`config.mk`:
```
export PLATFORM = sky130hd
export DESIGN_NAME = riscv_test_sequencer
export DESIGN_NICKNAME = d
export VERILOG_FILES = /design/src/rtl/riscv_test_sequencer.sv
export SDC_FILE = /design/constraint.sdc
export NUM_CORES = 1
export LEC_CHECK = 0
export CORE_MARGIN = 1.5
export CORE_UTILIZATION = 45
export CTS_CLUSTER_SIZE = 16
export DETAILED_ROUTE_END_ITERATION = 8
export MAX_ROUTING_LAYER = met4
export PLACE_DENSITY = 0.77
export SLEW_MARGIN = 20
export SYNTH_ARGS = -nofsm -noshare
export SYNTH_HDL_FRONTEND = slang
export SYNTH_SLANG_ARGS = --single-unit
```
`constraint.sdc`:
```
create_clock -name clk -period 2.4 [get_ports clk]
set_input_delay 0.48 -clock clk [delete_from_list [all_inputs] [get_ports clk]]
set_output_delay 0.48 -clock clk [all_outputs]
set_load 0.005 [all_outputs]
```
`src/rtl/riscv_test_sequencer.sv`:
```
// Run controller for riscv-tests compliance runs: sequences Core's reset, then
// watches PC/gp to report pass, fail or timeout.
module riscv_test_sequencer #(
   parameter logic [31:0] END_PC       = 32'h44,
   parameter logic [31:0] PASS_GP      = 32'h1,
   parameter int unsigned RESET_CYCLES = 2,
   parameter int unsigned TIMEOUT      = 5000,
   parameter int unsigned CNT_W        = 32
) (
   input  logic             clk,
   input  logic             rst,
   input  logic             start,
   input  logic             abort,
   input  logic [31:0]      core_pc,
   input  logic [31:0]      core_gp,
   output logic             core_rst,
   output logic             busy,
   output logic             done,
   output logic             pass,
   output logic             fail,
   output logic             timeout,
   output logic [CNT_W-1:0] cycle_count
);

   localparam logic [31:0]      RST_LAST = 32'(RESET_CYCLES - 1);
   localparam logic [CNT_W-1:0] CNT_LAST = CNT_W'(TIMEOUT - 1);

   typedef enum logic [1:0] {StIdle, StResetCore, StRun, StDone} state_t;

   state_t      state;
   logic [31:0] rst_cnt;

   always_ff @(posedge clk or negedge rst) begin
      if (!rst) begin
         state       <= StIdle;
         rst_cnt     <= '0;
         core_rst    <= 1'b1;
         busy        <= 1'b0;
         done        <= 1'b0;
         pass        <= 1'b0;
         fail        <= 1'b0;
         timeout     <= 1'b0;
         cycle_count <= '0;
      end else begin
         unique case (state)
            StIdle, StDone: begin
               core_rst <= 1'b1;
               // abort has no effect here; only start leaves IDLE/DONE
               if (start) begin
                  state       <= StResetCore;
                  rst_cnt     <= '0;
                  busy        <= 1'b1;
                  done        <= 1'b0;
                  pass        <= 1'b0;
                  fail        <= 1'b0;
                  timeout     <= 1'b0;
                  cycle_count <= '0;
               end
            end
            StResetCore: begin
               if (abort) begin
                  state       <= StIdle;
                  core_rst    <= 1'b1;
                  busy        <= 1'b0;
                  cycle_count <= '0;
               end else if (rst_cnt == RST_LAST) begin
                  state    <= StRun;
                  core_rst <= 1'b0;
               end else begin
                  rst_cnt <= rst_cnt + 32'd1;
               end
            end
            StRun: begin
               if (abort) begin
                  state       <= StIdle;
                  core_rst    <= 1'b1;
                  busy        <= 1'b0;
                  done        <= 1'b0;
                  pass        <= 1'b0;
                  fail        <= 1'b0;
                  timeout     <= 1'b0;
                  cycle_count <= '0;
               end else if (core_pc == END_PC) begin
                  // PC match outranks a simultaneous timeout
                  state    <= StDone;
                  core_rst <= 1'b1;
                  busy     <= 1'b0;
                  done     <= 1'b1;
                  pass     <= (core_gp == PASS_GP);
                  fail     <= (core_gp != PASS_GP);
               end else if (cycle_count == CNT_LAST) begin
                  state    <= StDone;
                  core_rst <= 1'b1;
                  busy     <= 1'b0;
                  done     <= 1'b1;
                  fail     <= 1'b1;
                  timeout  <= 1'b1;
               end else begin
                  cycle_count <= cycle_count + 1'b1;
               end
            end
            default: state <= StIdle;
         endcase
      end
   end

endmodule

```
# [Yosys cells after proc, flatten, opt, wreduce, memory -nomap -nowiden]
# Index checks and enable logic that the tools add are counted.
[totals] wordCells=81 register_bits=72 out_inout_bits=38 in_bits=68
[op_classes] muxes=40 n_reduce_logical=12 n_eq_ne=18 addsub=2
[ops] cell="32-bit two-way mux" count=7
[ops] cell="32-bit one-hot mux with 3 select lines" count=1
[ops] cell="32-bit by 1-bit adder with 32-bit output (second input constant)" count=2
[ops] cell="32-bit by 1-bit equality test with 1-bit output (second input constant)" count=2
[ops] cell="32-bit one-hot mux with 2 select lines" count=1
[ops] cell="32-bit by 13-bit equality test with 1-bit output (second input constant)" count=1
[ops] cell="32-bit by 7-bit equality test with 1-bit output (second input constant)" count=1
[ops] cell="32-bit by 1-bit != test with 1-bit output (second input constant)" count=1
[ops] cell="1-bit two-way mux" count=18
[ops] cell="3-bit != test (second input constant)" count=5
[ops] cell="2-bit two-way mux" count=6
[ops] cell="3-bit AND reduction" count=4
[ops] cell="4-bit AND reduction" count=3
[ops] cell="2-bit != test (second input constant)" count=4
[ops] cell="1-bit one-hot mux with 2 select lines" count=4
[ops] cell="1-bit one-hot mux with 3 select lines" count=2
[ops] cell="2-bit one-hot mux with 3 select lines" count=1
[ops] cell="2-bit equality test (second input constant)" count=2
[ops] cell="4-bit != test (second input constant)" count=1
[ops] cell="2-bit nonzero test" count=2
[ops] cell="2-bit by 1-bit equality test with 1-bit output (second input constant)" count=1
[ops] cell="2-bit zero test" count=1
[ops] cell="2-bit AND reduction" count=1
[ops] cell="2-bit OR reduction" count=1

# [Depth between registers and ports, before layout]
[logic_depth] depth_word=5 ltp_mapped=10 depth_no_buf=8

# [Least setup slack after synthesis]
# Ideal clock, no wire load.
[synth_timing] kind="register to register" from="register state[0]" to="register cycle_count[28]" path_stages_with_launch=10 path_buffers=2 setup_time_ns=0.069 path_slack_ns=0.045 period_less_slack_ns=2.355 t_arrival_ns=2.286 required_ns=2.331 cell_sequence="dfrtp_1 inv_1 ha_1 clkbuf_1 nor2b_1 nor2_1 nand2_1 clkbuf_1 or4_1 nand3_1"
[synth_via] elab_chain_len=4 word_cells_on_any_way=11 classes_between="eq/ne (7); mux (1); reduce/logical (3)"
[synth_lines] element="start: declaration" line="30" text="state_t state;"
[synth_lines] element="start signal: assignment" line="35" text="state <= StIdle;"
[synth_lines] element="start signal: assignment" line="50" text="state <= StResetCore;"
[synth_lines] element="start signal: assignment" line="62" text="state <= StIdle;"
[synth_lines] element="2-bit equality test or 2-bit zero test (tied branches)" line="45" text="unique case (state)"
[synth_lines] element="2-bit OR reduction" line="45"
[synth_lines] element="2-bit != test (no line)"
[synth_lines] element="4-bit AND reduction (no line)"
[synth_lines] element="end signal: assignment" line="99" text="cycle_count <= cycle_count + 1'b1;"
[synth_lines] element="end: declaration" line="22" text="output logic [CNT_W-1:0] cycle_count"
# Parallel ways exist; a longest one is shown, timed or not.
# A chain may end at the register's enable or synchronous reset.

# [Worst setup path in the final report]
[layout_timing] from="register cycle_count[10]" to="register cycle_count[29]"
[layout_via] elab_chain_len=5 word_cells_on_any_way=8 classes_between="add/sub (1); eq/ne (2); mux (4); reduce/logical (1)"
[layout_lines] element="32-bit by 1-bit adder with 32-bit output" line="99"
[layout_lines] element="32-bit two-way mux" line="91" text="end else if (cycle_count == CNT_LAST) begin"
[layout_lines] element="32-bit two-way mux" line="83" text="end else if (core_pc == END_PC) begin"
[layout_lines] element="32-bit two-way mux" line="74" text="if (abort) begin"
[layout_lines] element="32-bit one-hot mux with 3 select lines" line="45"
# Parallel ways exist; a longest one is shown, timed or not. The select of a mux whose other input is x is not followed.

==> out/qor.txt <==
H-tree depth -> 3
post-DP HPWL -> 9790 um
# DRC -> 0
core area -> 0.00928 mm^2
final hold viol count -> 0
Pint -> 2.41 mW
Layout Cells excl Fill -> 777
max_slew headroom -> 0.641
RSZ-0062 raised after global routing -> false
antenna violations before repair -> 0
GRT Total Usage -> 0.277
Max VDD drop -> 0.618 mV
pin count of the biggest net entering global routing -> 42
I/O Buffers -> 105
synth top area cells -> dfrtp_1 41%, nand3_1 4.6%, o21ai_0 4.4%, nand2_1 4.4%, nor4_1 4.1%
cell chain of the critical path -> and4_1 -> nand4_1 -> nor4_2 -> nand3_1 -> or4_1 -> nand3_1
number of global-route vias before repair -> 4754
Overflow after GRT -> 0
Clock Tree Buf Depth -> 2
crit path DAT -> 2.57 ns
ys flop type -> dfrtp_1
fin nets -> 718
Worst setup EP type -> flip-flop
critical path launch point type -> flip-flop
clk sinks -> 72
die height -> 101 um
portion of total power attributed to sequential cells -> 0.355
synthesized area per cell -> 8.64 um^2
ys async rst share -> 1.00
DRT Pass-1 Iters -> 4
Multi-input gate area -> 0.00236 mm^2
# fillers -> 795
layout cells sized above 1 -> 0.133
placed cell count -> 763
Yosys top cell by area -> dfrtp_1
crit-path max cell delay -> 0.49 ns
Combinational Power Share -> 0.383
Initial Util -> 0.464
endpoints failing setup -> 0
Gate Count Post-Synth -> 499
setup TNS -> 0 ns
critical path class -> reg -> reg
DR WL/cell -> 17.0 um
drt total wl -> 13200 um
Synth top area share -> 0.412
most frequent cells after synthesis -> 71 x dfrtp_1, 50 x nand2_1, 40 x nand3_1
switching power -> 1.33 mW
Worst Tran Pin Value -> 0.539 ns
switching share of power -> 0.357
CP max-delay cell -> dfrtp_1
total nets after synthesis -> 572
number of synthesized flops with an enable pin -> 0
TritonCTS buffer count -> 9
Lkg Pwr -> 2.43 nW
Reg clk slew, reported paths -> 0.08 ns
Clk network pwr share -> 0.261
post-synthesis register bit count -> 72
CTS tree -> built
Worst EP required -> 2.69 ns
status -> finished, final reports clean
clk_lat worst skew -> 0.35 ns
global-route wire length before repair -> 22000 um
most frequent cell after synthesis -> dfrtp_1
Crit Path Max Fanout -> 6
period utilization -> 0.951
cell mode on critical path -> nand3_1
via count -> 4712
fin crit period -> 2.28 ns
Root Driver -> clkbuf_8
max capacitance violation total -> 0
RD Place Congestion -> 0.921
Clock Skew -> 0.0107 ns
Initial DRC Count -> 266
FF/Latch Area -> 0.00180 mm^2
power density cells -> 618 mW/mm^2
post-synth cell types -> 52
max frequency -> 0.438 GHz
Synthesis Warnings -> 0
fin. max-slew vios -> 0
Seq/Total Area, Yosys -> 0.418
# IOs -> 106
Mapped Area -> 0.00431 mm^2
Hold Crit Class -> in -> async
Synth-to-Final Area Change -> 40.5%
final total power -> 3.74 mW
post-DR vias/cell -> 6.06
ANT cells -> 0
post-route ant nets -> 0
Placed Area -> 0.00584 mm^2
Die Wd -> 101 um
Die ar. -> 0.0102 mm^2
postcts setup bufs -> 0
Final Cell Area -> 0.00606 mm^2
Cell Rows -> 35
-- flip-flops by register name, indices dropped and copies added (netlist names) --
name,count
busy,1
core_rst,1
cycle_count,32
done,1
fail,1
pass,1
rst_cnt,32
state,2
timeout,1
-- per-layer routing --
| layer | GRT usage | share of wire | vias up |
|---|---|---|---|
| met5 | - | 0 | - |
| li1 | - | - | 2241 |
| met4 | 0.137 | 0.032 | 0 |
| met2 | 0.475 | 0.51 | 164 |
| met1 | 0.316 | 0.41 | 2260 |
| met3 | 0.0423 | 0.047 | 47 |
-- area by class of cell --
| class | instances | share of cell area |
|---|---|---|
| repair buffers | 162 | 0.246 |
| well taps | 129 | 0.0266 |
| inverters | 14 | 0.00868 |
| clock inverters | 3 | 0.00702 |
| clock buffers | 11 | 0.0250 |
| flip-flops and latches | 72 | 0.298 |
| multi-input cells | 386 | 0.389 |
-- cells in the final DEF, fill, tap and decap left out, types with 2 or more instances in the layout --
master           instances
clkdlybuf4s50_1        104
dfrtp_1                 71
buf_4                   55
nand2_1                 49
nand3_1                 40
o21ai_0                 37
nor2_1                  28
nor4_1                  26
nand4_1                 23
o211ai_1                23
o31ai_1                 18
a21oi_1                 17
a31oi_1                 16
inv_1                   14
and3_1                  11
or4_1                   11
clkbuf_8                11
nand2b_1                 7
o311ai_0                 7
nor3_1                   7
and4_1                   6
mux2i_1                  6
or3_1                    6
ha_1                     5
nor4b_1                  4
o41ai_1                  4
nor4_2                   3
nor2b_1                  3
or2_2                    2
mux2_2                   2
and2_1                   2
o22ai_1                  2
-- per-stage QoR --
step	utilization	worst slack [ns]	hold slack (ns)
after floorplan	-	0.0450	0.184
after global placement	0.629	-0.0162	0.481
after detailed placement	0.629	-0.103	0.493
after CTS	0.650	0.0540	0.176
after global routing	0.652	0.0132	0.205
final	0.652	0.117	0.166
-- path summary, 6_finish.rpt --
path	slack, ns	depth (start not counted)	from	endpoint
hold / removal	0.17	2	rst	cycle_count[6]
hold reg to reg	0.49	1	core_rst	core_rst
max in group asynchronous	1.79	2	rst	core_rst
setup / recovery	0.12	6	cycle_count[10]	cycle_count[29]
setup reg to reg	0.12	6	cycle_count[10]	cycle_count[29]
min in group clk	0.49	1	core_rst	core_rst
-- power by group through the flow --
stage | combinational (mW) | clock (mW) | sequential, mW
CTS | 1.42 | 1.00 | 1.33
finish | 1.43 | 0.978 | 1.33
floorplan | 0.772 | 0 | 1.34
global placement | 1.38 | 0 | 1.35
detailed placement | 1.41 | 0 | 1.36
global route | 1.58 | 1.04 | 1.34
-- timing repair --
item | in CTS | in global routing
gates resized for setup | 0 | 6
hold buffers | 0 | 0
endpoints found under the setup margin | 0 | 35
-- cells by family (layout without fill, tap and decap cells) --
kind of cell / after synthesis / after routing / share of synthesized area
compound gates: 138 / 138 / 0.212
fa+ha+maj: 5 / 5 / 0.0145
flops: 72 / 72 / 0.418
mux: 8 / 8 / 0.0192
simple gates: 234 / 234 / 0.294
xor+xnor: 1 / 1 / 0.00203
buf+inv: 41 / 190 / 0.0398
-- critical path: cells and delay by family (launching register included) --
kind / cells / cell delay, ns
and+or+nand+nor: 6 / 1.72
DFF: 1 / 0.49
Power figures use the tool's default switching activity.
